## src/rtl/popcount_seq.sv

```systemverilog
// Sequential population counter: sums CHUNK bits of a WIDTH-bit word per clock under a start/busy/done handshake.
// Optional POPCOUNT_THRESH_EN adds a captured threshold input and a registered at_least flag.
module popcount_seq #(
    parameter int WIDTH = 8,
    parameter int CHUNK = 2,
    localparam int CW = $clog2(WIDTH + 1)
) (
    input  logic             clk,
    input  logic             rst,
    input  logic             start,
    input  logic [WIDTH-1:0] data_in,
    input  logic             count_zeros,
`ifdef POPCOUNT_THRESH_EN
    input  logic [CW-1:0]    thresh,
    output logic             at_least,
`endif
    output logic             busy,
    output logic             done,
    output logic [CW-1:0]    count
);

    localparam int N  = (CHUNK > 0) ? WIDTH / CHUNK : 1;
    localparam int IW = (N > 1) ? $clog2(N) : 1;
    localparam logic [IW-1:0] LAST_IDX = IW'(N - 1);

    if (WIDTH < 1 || CHUNK < 1 || (WIDTH % CHUNK) != 0) begin : g_bad_cfg
        $error("popcount_seq: CHUNK must be >= 1 and divide WIDTH exactly");
    end

    typedef enum logic [1:0] {
        S_IDLE,
        S_COUNT,
        S_DONE
    } state_e;

    state_e           state_q;
    logic [WIDTH-1:0] operand_q;
    logic [CW-1:0]    acc_q;
    logic [CW-1:0]    acc_d;
    logic [IW-1:0]    idx_q;
    logic             busy_q;
    logic             done_q;
    logic [CW-1:0]    count_q;
    logic [CHUNK-1:0] chunk_bits;
    logic             last_chunk;
`ifdef POPCOUNT_THRESH_EN
    logic [CW-1:0]    thresh_q;
    logic             at_least_q;
`endif

    function automatic logic [CW-1:0] pop_chunk(input logic [CHUNK-1:0] bits);
        logic [CW-1:0] n;
        n = '0;
        for (int i = 0; i < CHUNK; i++) begin
            n = n + CW'(bits[i]);
        end
        return n;
    endfunction

    // The accumulator cannot overflow: its width already holds WIDTH.
    always_comb begin
        chunk_bits = CHUNK'(operand_q >> (int'(idx_q) * CHUNK));
        acc_d      = acc_q + pop_chunk(chunk_bits);
        last_chunk = (idx_q == LAST_IDX);
    end

    // NOTE: every register, the operand included, is cleared by reset so an aborted operation leaves no trace.
    always_ff @(posedge clk or posedge rst) begin
        if (rst) begin
            state_q    <= S_IDLE;
            operand_q  <= '0;
            acc_q      <= '0;
            idx_q      <= '0;
            busy_q     <= 1'b0;
            done_q     <= 1'b0;
            count_q    <= '0;
`ifdef POPCOUNT_THRESH_EN
            thresh_q   <= '0;
            at_least_q <= 1'b0;
`endif
        end else begin
            case (state_q)
                S_IDLE, S_DONE: begin
                    done_q <= 1'b0;
                    if (start) begin
                        operand_q <= count_zeros ? ~data_in : data_in;
                        acc_q     <= '0;
                        idx_q     <= '0;
                        busy_q    <= 1'b1;
                        state_q   <= S_COUNT;
`ifdef POPCOUNT_THRESH_EN
                        thresh_q  <= thresh;
`endif
                    end else begin
                        state_q <= S_IDLE;
                    end
                end
                S_COUNT: begin
                    acc_q <= acc_d;
                    idx_q <= idx_q + IW'(1);
                    if (last_chunk) begin
                        count_q    <= acc_d;
                        done_q     <= 1'b1;
                        busy_q     <= 1'b0;
                        state_q    <= S_DONE;
`ifdef POPCOUNT_THRESH_EN
                        at_least_q <= (acc_d >= thresh_q);
`endif
                    end
                end
                default: state_q <= S_IDLE;
            endcase
        end
    end

    assign busy     = busy_q;
    assign done     = done_q;
    assign count    = count_q;
`ifdef POPCOUNT_THRESH_EN
    assign at_least = at_least_q;
`endif

endmodule

```

## config.mk

```make
export PLATFORM = sky130hd
export DESIGN_NAME = popcount_seq
export DESIGN_NICKNAME = d
export VERILOG_FILES = /design/src/rtl/popcount_seq.sv
export SDC_FILE = /design/constraint.sdc
export NUM_CORES = 1
export LEC_CHECK = 0
export BUFFER_PORTS_ARGS = -buffer_cell sky130_fd_sc_hd__clkbuf_2
export CORE_MARGIN = 4
export CORE_UTILIZATION = 55
export CTS_BUF_LIST = sky130_fd_sc_hd__clkbuf_2
export CTS_CLUSTER_DIAMETER = 100
export DETAILED_ROUTE_END_ITERATION = 8
export HOLD_SLACK_MARGIN = 0.06
export PLACE_DENSITY = 0.78
export SLEW_MARGIN = 20
export SYNTH_ARGS = -nofsm -noshare
export SYNTH_HDL_FRONTEND = slang
export SYNTH_SLANG_ARGS = --single-unit
```

## constraint.sdc

```tcl
create_clock -name clk -period 5.4 [get_ports clk]
set_input_delay 1.35 -clock clk [delete_from_list [all_inputs] [get_ports clk]]
set_output_delay 1.35 -clock clk [all_outputs]
set_load 0.1 [all_outputs]
```

==> metrics.txt <==
status finished, final reports clean; Skew-Pair Late Insertion Delay 0.32 ns; TritonCTS buffer count 3; Max FO, Critical Path 2; TNS Setup 0 ns; GRT overflow 0; Tightest Hold Check Type reg2reg; Worst path top cell family by delay buffers and inverters; Routed WL 1870 um; Die Span Y 53.0 um; met3 usage 0.0254; time the worst path needs with I/O delays and setup 2.53 ns; Syn Inst Count 104; vias in the first global route 738; first-pass GRT wire length 3270 um; dpl hpwl 1390 um; synthesis-to-layout area growth 9.08%; Post-CTS Setup Inserts 0; clock buffer depth 2; CTS root buffer clkbuf_2; n_diodes 0; CTS Sinks 22; Synth Register Bits 22; I/O pins 18; Starting Density 0.575; max-slew violations 0; GP Congestion 0.707; CP cell instances clkbuf_2; Yosys warning total 0; die footprint 2810 sq um; synthesized net count 119; unrepaired setup endpoints after global routing false; DR WL/cell 12.8 um; Worst-Margin Slew 0.792 ns; cts repair resizes 0; Fmax 396 MHz; vias 724; Layout Utilization 0.627; CP required 4.05 ns; final period utilization 0.468; Synth Area per Inst 10.7 sq um; Final nets 136; Synth cell types 25; GR Util met1 0.205; Slowest-stage cell, CP clkbuf_2; # hold bufs at CTS 0; vias per cell 4.96; CTS tree done; initial antenna violation count 0; largest net degree at the start of global routing 23; layout cells sized above 1 0.210; Seq/Total Area, Yosys 0.493; Crit Path Class reg2out; CP Launch Type register; max cap viols 0; fin cells 146; # setup viols final 0; leading cell type in the layout, fill and taps excluded dfrtp_1; GR peak layer met2; Final Hold Viols 0; Layout Skew 0.00824 ns; clock slew at reported path FFs 0.19 ns; width of the chip 53.0 um; Setup crit end kind output pin; H-tree Lvls 1; DR pass1 iterations 4; most frequent cells in the layout dfrtp_1, clkbuf_2, nand2_1; number of port buffers 17; Synth Cell Area 1120 sq um; cell row count 16; Core Area 1940 sq um; Total GRT Usage 0.163; drt first-iter violations 11; met2 Resource Use GR 0.267; cell count after placement 143; WP buf/inv 1; Slew Limit Headroom 0.472; DRC viols 0; slowest stage delay, CP 0.46 ns; Worst EP arrival 1.18 ns; DRT antenna net count 0
## final cells by class
cell class / instances / area [sq um]
Clock buffer: 3 / 15.0
Fill cell: 167 / 724
Inverter: 6 / 22.5
Multi-Input combinational cell: 71 / 510
Sequential cell: 22 / 551
Tap cell: 27 / 33.8
Timing Repair Buffer: 17 / 85.1
## flip-flops by register name, indices dropped and copies added (netlist names)
name,flops
acc_q,4
busy,1
count,4
done,1
idx_q,2
operand_q,8
state_q,2
## stage by stage
step	hold WS, ns	area (sq um)	setup slack [ns]
2_1_floorplan	0.445	1120	3.15
4_1_cts	0.510	1220	2.86
5_1_grt	0.546	1220	2.82
3_5_place_dp	0.470	1200	3.14
6_report	0.504	1220	2.87
3_3_place_gp	0.460	1200	3.18
## metal layers
| layer | vias to the layer above | share of wire |
|---|---|---|
| met5 | - | 0 |
| met4 | 0 | 0.0091 |
| met3 | 2 | 0.040 |
| met2 | 13 | 0.50 |
| met1 | 340 | 0.45 |
| li1 | 369 | - |
## final timing paths
| check | from | endpoint | slack (ns) | cells past startpoint |
|---|---|---|---|---|
| min in group asynchronous | rst | acc_q[1]$_DFFE_PP0P_ | 1.12 | 2 |
| max reg2reg | idx_q[1]$_DFFE_PP0P_ | acc_q[1]$_DFFE_PP0P_ | 3.27 | 8 |
| min | count[0]$_DFFE_PP0P_ | count[0]$_DFFE_PP0P_ | 0.50 | 2 |
| min reg2reg | count[0]$_DFFE_PP0P_ | count[0]$_DFFE_PP0P_ | 0.50 | 2 |
| max in group asynchronous | rst | operand_q[7]$_DFFE_PP0N_ | 3.79 | 2 |
| max | done$_DFFE_PP0P_ | done | 2.87 | 1 |
## worst min-delay path: stages, from the launching register on
cell     delay (ns)
dfrtp_1        0.38
nand2_1        0.05
o21ai_0        0.06
## cell usage after synthesis, drive strengths merged
cell,instances,share of area
and4bb,1,0.011
a21o,1,0.0067
inv,6,0.020
o21ai,15,0.067
nor3b,1,0.0067
buf,4,0.025
nand3,1,0.0045
xor2,2,0.016
fa,1,0.018
xnor2,11,0.086
nand3b,2,0.025
o31ai,1,0.0067
nor2,1,0.0034
nand2b,8,0.045
mux2,3,0.030
nand2,18,0.061
dfrtp,22,0.49
mux4,2,0.040
clkbuf,1,0.0045
ha,2,0.022
a22o,1,0.0078
## logic make-up (layout without fill, tap and decap cells)
logic type      count (synthesis)  in the layout  synth area share
compound gates                 18             18            0.0886
mux                             5              5            0.0706
flops                          22             22             0.493
buf+inv                        11             26            0.0493
simple gates                   32             32             0.156
xor+xnor                       13             13             0.102
fa+ha+maj                       3              3            0.0404
Power is not shown: default switching activity piles up to over one toggle a cycle in this logic, so the estimate is an artifact.
